[config.mk]
export PLATFORM = sky130hd
export DESIGN_NAME = lcd_cmd_seq
export DESIGN_NICKNAME = d
export VERILOG_FILES = /design/src/rtl/lcd_pkg.sv /design/src/rtl/lcd_init_rom.sv /design/src/rtl/lcd_cmd_seq.sv
export SDC_FILE = /design/constraint.sdc
export NUM_CORES = 1
export LEC_CHECK = 0
export CAP_MARGIN = 25
export CORE_MARGIN = 1
export CORE_UTILIZATION = 54
export DETAILED_ROUTE_END_ITERATION = 7
export MAX_ROUTING_LAYER = met4
export PLACE_DENSITY = 0.72
export REMOVE_ABC_BUFFERS = 1
export SYNTH_ARGS = -nofsm -noshare
export SYNTH_HDL_FRONTEND = slang
export SYNTH_SLANG_ARGS = --single-unit
[constraint.sdc]
create_clock -name clk -period 6.2 [get_ports clk]
set_input_delay 1.24 -clock clk [delete_from_list [all_inputs] [get_ports clk]]
set_output_delay 1.24 -clock clk [all_outputs]
set_load 0.02 [all_outputs]
[src/rtl/lcd_pkg.sv]
// Shared types and widths for the LCD panel init command sequencer.
package lcd_pkg;

  localparam int unsigned OP_W           = 2;
  localparam int unsigned DEFAULT_WORD_W = 8;
  localparam int unsigned ENTRY_W        = OP_W + DEFAULT_WORD_W;

  typedef enum logic [OP_W-1:0] {
    OP_CMD = 2'd0,
    OP_DAT = 2'd1,
    OP_DLY = 2'd2,
    OP_END = 2'd3
  } op_e;

  typedef enum logic [2:0] {
    ST_IDLE,
    ST_HWRST_LO,
    ST_HWRST_WAIT,
    ST_FETCH,
    ST_EXEC,
    ST_SEND,
    ST_DELAY,
    ST_FIN
  } seq_state_e;

endpackage

[src/rtl/lcd_init_rom.sv]
// Registered sequence table; entry i sits at CONTENTS[i*WIDTH +: WIDTH], op in the top bits.
module lcd_init_rom
  import lcd_pkg::*;
#(
  parameter int unsigned ROM_DEPTH = 32,
  parameter int unsigned WIDTH     = ENTRY_W,
  parameter int unsigned ADDR_W    = (ROM_DEPTH > 1) ? $clog2(ROM_DEPTH) : 1,
  parameter logic [ROM_DEPTH*WIDTH-1:0] CONTENTS = '1
) (
  input  logic              clk,
  input  logic [ADDR_W-1:0] addr,
  output logic [WIDTH-1:0]  q
);

  logic [WIDTH-1:0] mem [ROM_DEPTH];

  for (genvar i = 0; i < ROM_DEPTH; i++) begin : g_mem
    assign mem[i] = CONTENTS[i*WIDTH +: WIDTH];
  end

  always_ff @(posedge clk) begin
    q <= mem[addr];
  end

endmodule

[src/rtl/lcd_cmd_seq.sv]
// Panel bring-up sequencer: hardware reset pulse, then walks the command table
// emitting CMD/DAT bytes over valid/ready and honouring millisecond delays.
module lcd_cmd_seq
  import lcd_pkg::*;
#(
  parameter int unsigned WORD_WIDTH   = 8,
  parameter int unsigned ROM_DEPTH    = 32,
  parameter int unsigned TICKS_PER_MS = 27000,
  parameter int unsigned RST_LOW_MS   = 10,
  parameter int unsigned RST_WAIT_MS  = 120,
  parameter logic [ROM_DEPTH*(OP_W+WORD_WIDTH)-1:0] INIT_TABLE = '1
) (
  input  logic                  clk,
  input  logic                  rst,
  input  logic                  start,
  output logic                  busy,
  output logic                  done,
  output logic                  valid,
  input  logic                  ready,
  output logic [WORD_WIDTH-1:0] data,
  output logic                  dc,
  output logic                  lcd_rst_n
);

  localparam int unsigned EW   = OP_W + WORD_WIDTH;
  localparam int unsigned TW   = (TICKS_PER_MS > 1) ? $clog2(TICKS_PER_MS) : 1;
  localparam int unsigned RWW  = $clog2(RST_WAIT_MS + 1);
  localparam int unsigned MW   = (WORD_WIDTH > RWW) ? WORD_WIDTH : RWW;
  localparam int unsigned AW   = (ROM_DEPTH > 1) ? $clog2(ROM_DEPTH) : 1;
  localparam logic [AW-1:0] LAST = AW'(ROM_DEPTH - 1);

  seq_state_e            state, state_nx;
  logic [AW-1:0]         ptr, ptr_nx;
  logic [TW-1:0]         tick, tick_nx, tick_step;
  logic [MW-1:0]         ms, ms_nx, ms_step;
  logic [WORD_WIDTH-1:0] data_nx;
  logic                  dc_nx;
  logic                  tick_wrap, timer_done;
  logic [EW-1:0]         rom_q;
  op_e                   op;
  logic [WORD_WIDTH-1:0] arg;
  seq_state_e            adv_state;
  logic [AW-1:0]         adv_ptr;

  lcd_init_rom #(
    .ROM_DEPTH (ROM_DEPTH),
    .WIDTH     (EW),
    .ADDR_W    (AW),
    .CONTENTS  (INIT_TABLE)
  ) u_rom (
    .clk  (clk),
    .addr (ptr),
    .q    (rom_q)
  );

  assign op  = op_e'(rom_q[EW-1 -: OP_W]);
  assign arg = rom_q[WORD_WIDTH-1:0];

  // Shared ms timer: ticks wrap each millisecond, ms counts down to the last one.
  assign tick_wrap  = (tick == TW'(TICKS_PER_MS - 1));
  assign timer_done = tick_wrap && (ms <= MW'(1));
  assign tick_step  = tick_wrap ? '0 : tick + TW'(1);
  assign ms_step    = tick_wrap ? ms - MW'(1) : ms;

  // The final table slot ends the sequence even without an END entry.
  assign adv_state = (ptr == LAST) ? ST_FIN : ST_FETCH;
  assign adv_ptr   = (ptr == LAST) ? ptr : ptr + AW'(1);

  always_comb begin
    state_nx = state;
    ptr_nx   = ptr;
    tick_nx  = tick;
    ms_nx    = ms;
    data_nx  = data;
    dc_nx    = dc;
    case (state)
      ST_IDLE: begin
        if (start) begin
          state_nx = ST_HWRST_LO;
          tick_nx  = '0;
          ms_nx    = MW'(RST_LOW_MS);
        end
      end
      ST_HWRST_LO: begin
        tick_nx = tick_step;
        ms_nx   = ms_step;
        if (timer_done) begin
          state_nx = ST_HWRST_WAIT;
          tick_nx  = '0;
          ms_nx    = MW'(RST_WAIT_MS);
        end
      end
      ST_HWRST_WAIT: begin
        tick_nx = tick_step;
        ms_nx   = ms_step;
        if (timer_done) begin
          state_nx = ST_FETCH;
          ptr_nx   = '0;
        end
      end
      ST_FETCH: state_nx = ST_EXEC;
      ST_EXEC: begin
        case (op)
          OP_CMD, OP_DAT: begin
            data_nx  = arg;
            dc_nx    = (op == OP_DAT);
            state_nx = ST_SEND;
          end
          OP_DLY: begin
            if (arg == '0) begin
              state_nx = adv_state;
              ptr_nx   = adv_ptr;
            end else begin
              state_nx = ST_DELAY;
              tick_nx  = '0;
              ms_nx    = MW'(arg);
            end
          end
          OP_END: state_nx = ST_FIN;
          default: state_nx = ST_FIN;
        endcase
      end
      ST_SEND: begin
        if (ready) begin
          state_nx = adv_state;
          ptr_nx   = adv_ptr;
        end
      end
      ST_DELAY: begin
        tick_nx = tick_step;
        ms_nx   = ms_step;
        if (timer_done) begin
          state_nx = adv_state;
          ptr_nx   = adv_ptr;
        end
      end
      ST_FIN:  state_nx = ST_IDLE;
      default: state_nx = ST_IDLE;
    endcase
  end

  // State, datapath and registered outputs decoded from the next state.
  always_ff @(posedge clk or posedge rst) begin
    if (rst) begin
      state     <= ST_IDLE;
      ptr       <= '0;
      tick      <= '0;
      ms        <= '0;
      data      <= '0;
      dc        <= 1'b0;
      valid     <= 1'b0;
      busy      <= 1'b0;
      done      <= 1'b0;
      lcd_rst_n <= 1'b1;
    end else begin
      state     <= state_nx;
      ptr       <= ptr_nx;
      tick      <= tick_nx;
      ms        <= ms_nx;
      data      <= data_nx;
      dc        <= dc_nx;
      valid     <= (state_nx == ST_SEND);
      busy      <= (state_nx != ST_IDLE);
      done      <= (state_nx == ST_FIN);
      lcd_rst_n <= (state_nx != ST_HWRST_LO);
    end
  end

endmodule

# ---- After elaboration in Yosys (flattened, before gate mapping)
# Memory sizes are Yosys's and may differ from the RTL's. A register that Yosys moved wholly into a read port is not among the register bits.
# Cells that the tools add are included.
dict set report classes {
  n_addsub 3
  magnitude_cmp 1
  n_eq_ne 22
  mux 28
  bitwise 1
  reduce_logical 12
}
# cell n
set ops {}
lappend ops {{15-bit two-way mux} 5}
lappend ops {{15-bit case mux with 4 select lines} 1}
lappend ops {{8-bit two-way mux} 5}
lappend ops {{8-bit case mux with 4 select lines} 1}
lappend ops {{5-bit two-way mux} 6}
lappend ops {{3-bit case mux with 8 select lines} 1}
lappend ops {{3-bit two-way mux} 7}
lappend ops {{5-bit case mux with 4 select lines} 1}
lappend ops {{3-bit == test, second input constant} 6}
lappend ops {{15-bit by 1-bit adder with 15-bit output, second input constant} 1}
lappend ops {{15-bit == test, second input constant} 1}
lappend ops {{2-bit != test, second input constant} 7}
lappend ops {{3-bit case mux with 3 select lines} 1}
lappend ops {{8-bit by 1-bit less-or-equal comparator with 1-bit output, second input constant} 1}
lappend ops {{8-bit logical NOT} 1}
lappend ops {{4-bit nonzero test} 2}
lappend ops {{8-bit by 1-bit subtractor with 8-bit output, second input constant} 1}
lappend ops {{3-bit by 2-bit == test with 1-bit output, second input constant} 2}
lappend ops {{5-bit inverter with 6-bit output} 1}
lappend ops {{6-bit AND reduction} 1}
lappend ops {{5-bit by 1-bit adder with 5-bit output, second input constant} 1}
lappend ops {{5-bit == test, second input constant} 1}
lappend ops {{2-bit == test, second input constant} 2}
lappend ops {{4-bit AND reduction} 1}
lappend ops {{other kinds (9)} 10}
dict set report word_totals {
  reg_bits 44
  mem_bits_ro 320
  out_inout_bits 13
  wordCells 78
  memories 1
}
# memory depth word_bits read_ports rd_ports_with_merged_regs wr line_no
set mem_list {}
lappend mem_list {{(name not given)} 32 10 1 1 0 lcd_init_rom.sv:22} ;# q <= mem[addr];

# ---- Depth between registers and ports, before layout
# Gate-level depths: netlist (run 1).
dict set report logic_depth {
  depth_word 6
  ltp_mapped 8
  mapped_depth_nobuf 8
}

# ---- Cells and area by module
# A second synthesis (run 1) with hierarchy kept.
dict set report unflattened {
  hier_cells 288
  hier_area_um2 2702.6
}
# module instances cells_each area_each_um2
set by_module_without_submodules {}
lappend by_module_without_submodules {lcd_cmd_seq 1 277 2623.8}
lappend by_module_without_submodules {lcd_init_rom 1 11 78.8}

# ---- Worst setup path before layout (run 1)
# OpenSTA, ideal clock, no wires.
dict set report synth_timing {
  path_kind {reg-to-reg}
  startpoint {reg tick[9]}
  endpoint {reg ptr[3]}
  t_arrival_ns 2.268
  required_ns 6.078
  path_slack_ns 3.811
  path_stages_with_launch 7
  path_buffers 1
  synth_period_minus_slack_ns 2.389
  cell_sequence {dfrtp_1 or4b_4 or4_4 buf_6 a2111oi_4 o21ai_0 a32o_1}
}
dict set report synth_via {
  elab_chain_cells 4
  elab_cells_between_ends 5
  classes_between {3 x eq/ne; 2 x reduce/logical}
}
# item line_no
set synth_rtl {}
lappend synth_rtl {{from (decl)} lcd_cmd_seq.sv:34} ;# logic [TW-1:0] tick, tick_nx, tick_step;
lappend synth_rtl {{from (signal assigned)} lcd_cmd_seq.sv:158} ;# tick <= tick_nx;
lappend synth_rtl {{15-bit == test *} lcd_cmd_seq.sv:60} ;# assign tick_wrap = (tick == TW'(TICKS_PER_MS - 1));
lappend synth_rtl {{1-bit logical AND *} lcd_cmd_seq.sv:61} ;# assign timer_done = tick_wrap && (ms <= MW'(1));
lappend synth_rtl {{2-bit != test (no line)} -}
lappend synth_rtl {{6-bit AND reduction (no line) *} -}
lappend synth_rtl {{to (signal assigned)} lcd_cmd_seq.sv:157} ;# ptr <= ptr_nx;
lappend synth_rtl {{to (decl)} lcd_cmd_seq.sv:33} ;# logic [AW-1:0] ptr, ptr_nx;
# Mark *: on every way between the ends. The rest lies on a longest branch, timed or not.
# A chain may end at the register's enable or synchronous reset.

# ---- Worst setup path after layout (run 1)
dict set report layout_timing {
  startpoint {in start}
  endpoint {reg ms[1]}
}
dict set report layout_via {
  elab_chain_cells 2
}
# item line_no
set layout_rtl {}
lappend layout_rtl {{from (decl)} lcd_cmd_seq.sv:15} ;# input logic start,
lappend layout_rtl {{2-bit != test (no line)} -}
lappend layout_rtl {{4-bit AND reduction (no line)} -}
lappend layout_rtl {{to (signal assigned)} lcd_cmd_seq.sv:159} ;# ms <= ms_nx;
lappend layout_rtl {{to (decl)} lcd_cmd_seq.sv:35} ;# logic [MW-1:0] ms, ms_nx, ms_step;
# Every way passes these cells.

==> results of run 1 <==
[worst max path at each step]
stage / end / depth (start not counted) / slack [ps]
floorplan: ms[0] / 4 / 3730
global placement: ms[0] / 5 / 2900
detailed placement: ms[0] / 5 / 2810
CTS: ms[0] / 5 / 3120
global route: ms[1] / 6 / 3070
finish: ms[1] / 6 / 3200
[worst max-delay path: cells and delay by family]
kind / cells / cell delay [ps]
AO/OA/AOI/OAI: 4 / 1240
buffers and inverters: 2 / 700
[flip-flops by register name (all words and copies together), names as in the netlist]
name	flops
tick	15
done	1
ptr	5
busy	1
lcd_rst_n	1
ms	8
state	3
valid	1
[Yosys cell counts (all sizes together) (2+ instances only)]
cell,n
or2,3
a31oi,6
dfrtp,34
a32o,2
a21oi,7
or4,2
o21ai,8
o311ai,2
ha,5
nor2b,5
and3,8
xnor2,2
mux2i,2
a31o,2
nand3,7
inv,5
and2,2
nor4,3
nand4,9
o211ai,2
a2bb2oi,2
nor2,22
nor3,4
clkbuf,4
buf,11
xor2,10
o31ai,2
o21a,2
nand2,16
nand4b,2
nand2b,3
nor3b,2
or3,6
[kinds of logic after synthesis]
group                      after synthesis  synth area share [%]
buffers and inverters                   21                  5.88
and+or+nand+nor                         96                  26.0
other                                    1                 0.182
muxes                                    3                  1.52
adders and majority gates                5                  3.03
xor gates and xnor gates                12                  5.09
AOI/OAI and AO/OA                       44                  15.8
DFF                                     35                  42.5
[cells in the final DEF, fill, tap and decap left out, types with 2 or more instances in the layout]
| master | count |
|---|---|
| a21oi_1 | 7 |
| conb_1 | 9 |
| a31o_2 | 2 |
| nand2_1 | 16 |
| and2_1 | 2 |
| clkbuf_8 | 6 |
| nor3b_1 | 2 |
| a31oi_1 | 6 |
| buf_4 | 2 |
| o21a_1 | 2 |
| dfrtp_1 | 34 |
| and3_1 | 8 |
| nor2_1 | 22 |
| nor3_1 | 4 |
| ha_1 | 5 |
| xor2_1 | 10 |
| nand3_1 | 7 |
| o211ai_1 | 2 |
| o311ai_0 | 2 |
| clkdlybuf4s50_1 | 7 |
| o31ai_1 | 2 |
| o21ai_0 | 8 |
| a2bb2oi_1 | 2 |
| or2_2 | 2 |
| nand2b_1 | 3 |
| a32o_1 | 2 |
| mux2i_1 | 2 |
| xnor2_1 | 2 |
| nand4b_1 | 2 |
| nor2b_1 | 5 |
| or3_1 | 6 |
| inv_1 | 5 |
| nand4_1 | 9 |
[stage by stage]
stage,power (uW),std cells,instance area [um2],hold WS (ps)
6_report,408,275,2230,499
5_1_grt,421,275,2230,525
4_1_cts,413,274,2220,491
3_5_place_dp,245,266,2130,483
3_3_place_gp,245,266,2130,480
2_1_floorplan,241,210,1990,444
[power by group]
group          total, uW  leakage, uW  internal [uW]  switching (uW)
sequential           228     0.000429            228               0
clock                168    0.0000482           89.6            78.4
combinational       12.0     0.000460           2.29            9.72
total                408     0.000937            320            88.1
[layer usage]
layer,share of wire (%),up-vias
li1,-,794
met1,46,818
met2,49,39
met3,3.6,6
met4,1.1,0
met5,0,-
[final cells by class]
class / instances / area (um2) / share of cell area [%]
clock buffer: 7 / 86.3 / 3.87
clock inverter: 1 / 5.00 / 0.224
inverter: 6 / 22.5 / 1.01
multi-input combinational: 169 / 1090 / 49.1
sequential: 35 / 877 / 39.3
tap: 48 / 60.1 / 2.69
timing repair buffer: 9 / 85.1 / 3.81
==> flow_results.org, run 1 <==
** GRT
- Most congested layer reported by global routing :: met2
- Entering global routing, the biggest net connects 36 pins.
- Global routing consumed, on the met2 layer, 35.4% of the routing resources.
- The initial antenna violation count was 0.
- In the global route stage, overall resource usage came out at 22.7%.
- For this run, global-route usage on met1 was measured as 29.2%.
- Wire length of the first global-routing pass :: 7000 um
- For met3 alone, demand over resource in global routing was 3.75%.
- Number of global-route vias before repair :: ~1600
- GRT overflow :: 0

** CTS
- CTS tree :: built
- Once the clock tree was built, the resizer swapped 0 gates to a different size.
- The tree is rooted in a clkbuf_8.
- CTS hold repair buffers :: 0
- The clock drives 35 sinks.
- The number of clock buffers added by TritonCTS is 5.
- At the later pin of the worst-skew pair, clock insertion delay measures 280 ps.
- After clock tree synthesis, the clock-pin slew on the worst setup and hold paths is 70 ps.
- Clock H-tree levels :: 2
- Largest buffer count on any clock path :: 2
- Buffer count from post-CTS setup fixing :: 0

** Logic synthesis
- Biggest area consumer among synthesized cells :: dfrtp_1
- For this run, the number of Yosys warnings is 0.
- Number of register bits inferred by synthesis :: 35
- Syn Inst Count :: 217
- A synthesized cell averages 9.51 um2.
- In the synthesized netlist the async set-or-reset flop fraction comes to 100%.
- The synthesized design devotes to its leading area cell type between 40% and 50% of total area.
- Main flop type after synthesis :: dfrtp_1
- Synthesis instantiated 54 different standard cells from the library.
- Counting flops with a built-in enable in the synthesized netlist gives 0.
- Ranking of synthesized cells by area :: dfrtp_1 41%, xor2_1 4.2%, nor2_1 4.0%
- Post-synthesis instance area :: 2060 um2
- Sequential elements use 42.5% of the synthesized area.

** Floorplan
- The floorplan has 22 rows.
- The floorplan step defined a die boundary enclosing 4070 um2.
- Die span in x :: 63.8 um
- In this run the standard cell core region covers around 3700 um2.
- Once the floorplan was initialized, standard cells occupied between 50% and 60% of the core.
- Chip Height :: 63.8 um
- 17 I/O pins were placed.

** Final layout
- Fill cells in the final layout number 314.
- Of the cells placed in the final design, the portion with a size suffix greater than 1 is 9.25%.
- For this run, the post-layout net count is 235.
- Diodes inserted :: 0
- The area growth from synthesis to layout is 8.13%.
- Cells fill 60.9% of the core in the end.

** Pwr
- Power density normalized to cell area :: 183 nW/um2
- Reported leakage power :: around 0.00094 uW
- VDD IR max :: 0.000136 V

** Detailed routing
- The count of nets left with antenna violations once routing finished came out at 0.
- Dividing the detail-routed via count by the number of cells gives 6.03.
- In the final routed layout, each cell accounts on average for 14.8 um.
- Vias after detailed routing :: 1657
- Wire length reported by the detailed router :: between 4000 and 5000 um
- Pre-antenna DRT Iters :: 4
- After the first detailed-routing iteration, the DRC count stood at 142.
- After detailed routing, the number of remaining DRC violations is 0.

** Critical path
- Data arrival, critical path :: 3180 ps
- CP max-delay cell :: o21ai_0
- Traced cell by cell, the critical path runs through clkdlybuf4s50_1, o21ba_2, o21ai_0, a21oi_1, buf_4, o22a_1.
- Worst R2R End :: ms[1]
- In this run the critical register-to-register path is launched from tick[9].
- On the worst path, the slowest cell contributes a delay of around 560 ps.
- In this run the register-to-register setup slack is 3610 ps.
- Register-to-Register Path Depth :: 5
- STA classifies the critical path startpoint as an input pin.
- Along the worst path, the maximum fanout reaches 9.
- STA classifies the critical path endpoint as a register.
- At the worst endpoint, the required time is 6380 ps.
- The most critical setup path has its startpoint at start.
- Category of the most critical setup path :: in2reg

** Timing
- Summed over all failing endpoints, the final setup total negative slack is 0 ps.
- The worst path in the final design needs a cycle of 3000 ps, including I/O delays and setup.
- The total count of max-transition violations in the final report is 0.
- Worst slew slack as a fraction of its limit :: 46.2%
- Final setup violating endpoints :: 0
- Setup slack of the critical path after layout :: 3200 ps
- Setup repair after global routing left no endpoint under its margin.
- Of the available clock period, the critical path in the final layout requires 48.4%.
- Derived from the worst setup path, the maximum achievable clock frequency is 333 MHz.
- For the pin with the worst max-slew slack, the measured transition is 800 ps.
- Final-report hold violation count :: 0
- Clock skew on the completed layout was measured at 9.75 ps.

** Placed design
- Input and output buffers added on the ports amount to 7.
- Dpl hpwl :: 2870 um
- Routability congestion estimate :: 0.875
- Timing analysis after detailed placement gives a worst setup slack of 2810 ps.

** Min path
- Hold endpoint :: ms[7]
- Min-Delay Startpoint :: ms[7]
- The worst hold path belongs to the class reg2reg.
- Hold path depth :: 1

** Outcome
- Status :: finished clean

** Flow run
- Count of max-cap constraint violations :: 0
(Power assumes the default switching activity.)
==> run 2, diff against run 1 <==
- CORE_UTILIZATION: 54 -> 52
- clock period: 6.2 -> 2.7 ns (I/O delays scaled with it)
==> flow_results.org, run 2 (synthesis results as in run 1) <==
** Outcome
- The run finished with clean final reports.

** Detailed routing
- The count of nets left with antenna violations once routing finished came out at 0.
- After detailed routing, the number of remaining DRC violations is 0.
- In the final routed layout, each cell accounts on average for around 14 um.
- For this block, the routed nets add up to between 4000 and 5000 um of wire.
- Number of DRC violations after detailed-routing iteration 0 :: 80
- After detailed routing, the number of vias per cell comes to about 5.7.
- Vias after detailed routing :: 1589
- The first TritonRoute pass finished after 4 iterations.

** CTS
- Buffer count from post-CTS setup fixing :: 0
- Number of cells upsized or downsized after cts :: 0
- The root buffer cell chosen for the clock tree is clkbuf_8.
- The clock tree synthesis step divided the H-tree into 2 levels.
- TritonCTS built the clock tree.
- CTS hold repair buffers :: 0
- Clock latency on the worst-skew pair, taken at its later pin, is a little under 300 ps.
- Number of buffers created by CTS :: 5
- For this design, the sink count on the clock tree is 35.
- Largest buffer count on any clock path :: 2
- Clock-pin slew was measured on the worst setup and hold paths at ~70 ps.

** Final layout
- Reg with most FFs :: tick
- The largest registers in the layout are tick: 15 flops, ms: 8 flops, ptr: 5 flops.
- The register with the most flip-flops in the layout has 15 of them.
- After routing the design area is 2270 um2.
- In the final design database the tool counted between 200 and 250 nets.
- Most common cell after layout, fill and taps aside :: dfrtp_1
- The number of antenna diodes in the final layout is 0.
- Leading cell types in the layout, fill and taps excluded :: 34 x dfrtp_1, 22 x nor2_1, 16 x nand2_1
- In the final layout, the share of cells above drive strength 1 is 10.8%.
- The area growth from synthesis to layout is 10.0%.

** Floorplan
- The floorplan step defined a die boundary enclosing 4220 um2.
- After floorplanning, the core was divided into 22 placement rows.
- From left edge to right edge, the die measures roughly 65 um.
- The floorplan step set the die height to 65.0 um.
- Core Box Area :: 3740 um2
- In this run the count of I/O pins placed on the die edge is 17.
- Starting utilization of the core area :: roughly 55%

** Pwr
- Design internal power :: 762 uW
- Combinational logic is responsible for 2.8% of the overall power.
- Registers are responsible for approximately 54% of the overall power.
- Of the total power, the clock network draws 43.4%.
- The worst-case IR drop observed on VDD is 0.000377 V.
- Power density normalized to cell area :: 429 nW/um2
- Summed over all nets, the switching power comes to 212 uW.
- Summed over all cells, the static leakage comes to between 0.0009 and 0.001 uW.
- Switching fraction of total power :: 21.8%

** Placed design
- Number of buffers inserted by port buffering :: 7
- Detailed placement finished with a half-perimeter wire length of 2860 um.
- The congestion estimate from routability-driven global placement came to ~0.78.
- Summing all placed instances gives a cell area of 2170 um2.

** Timing
- Min Hold Slack :: 488 ps
- Tcrit/Tclk final :: 92.8%
- Setup skew after layout :: 10.2 ps
- Timing-limited maximum frequency :: 399 MHz
- Number of max-slew violations in the final report :: 0
- RSZ-0062 raised after global routing :: false
- Final setup violating endpoints :: 0
- Final setup TNS :: 0 ps
- The clock period could shrink to roughly 2500 ps.
- The hold violation count in the final report was 0.

** GRT
- After global routing the overflow that remains totals 0.
- Wire length of the first global-routing pass :: between 7000 and 8000 um
- Largest net degree at the start of global routing :: 25
- For this run, the total global-route usage over all layers was measured as 23.2%.
- Initial antenna violation count :: 0
- Number of global-route vias before repair :: roughly 1500

** Critical path
- Type of origin of the critical path :: register
- Data arrival, critical path :: 2690 ps
- For the worst setup path, the data required time is between 2000 and 3000 ps.
- The critical path is of the reg2reg type.
- Setup crit end kind :: register
- Top fanout value on the critical path :: 9

** Flow run
- Count of max-cap constraint violations :: 0

** Min path
- Min-delay worst type :: reg2reg
==> run 2: layout make-up <==
type	instances	area, um2
fillers	333	1470
well taps	48	60.1
multi-input cells	169	1090
repair buffers	13	115
inverters	6	22.5
clock buffers	8	100
flip-flops and latches	35	877
==> run 2: path summary, 6_finish.rpt <==
kind | startpoint | to | slack [ps] | cells past startpoint
min | ms[7] | ms[7] | 490 | 1
max in group asynchronous | rst | tick[14] | 1490 | 3
min in group asynchronous | rst | busy | 540 | 2
max reg2reg | tick[9] | ptr[3] | 200 | 5
min reg2reg | ms[7] | ms[7] | 490 | 1
max | tick[9] | ptr[3] | 200 | 5
==> run 2: critical path: stages (launching register included) <==
cell and delay [ps]:
dfrtp_1 420, or4b_4 560, or4_4 630, a2111oi_4 420, o21ai_0 150, a32o_1 220
==> run 2: power groups by stage <==
| stage | registers (uW) | clock network [uW] | logic [uW] |
|---|---|---|---|
| floorplan | 534 | 0 | 19.1 |
| global placement | 534 | 0 | 28.2 |
| detailed placement | 534 | 0 | 28.3 |
| CTS | 524 | 432 | 28.3 |
| global route | 524 | 448 | 31.8 |
| finish | 524 | 423 | 27.6 |
==> run 2: metrics by stage <==
step | instances | setup WS, ps | utilization (%) | power [uW]
after detailed placement | 271 | 211 | 58.0 | 562
after global placement | 271 | 251 | 58.0 | 562
final | 279 | 196 | 60.6 | 974
after CTS | 279 | 200 | 60.6 | 984
after floorplan | 210 | 235 | - | 553
after global routing | 279 | 122 | 60.6 | 1000
==> run 2: routing by layer <==
metal	vias up	GRT usage (%)	wire, um
met3	8	5.63	104
met5	-	-	0
met1	761	30.9	2070
met4	0	9.44	72
li1	798	-	-
met2	22	33.7	1760
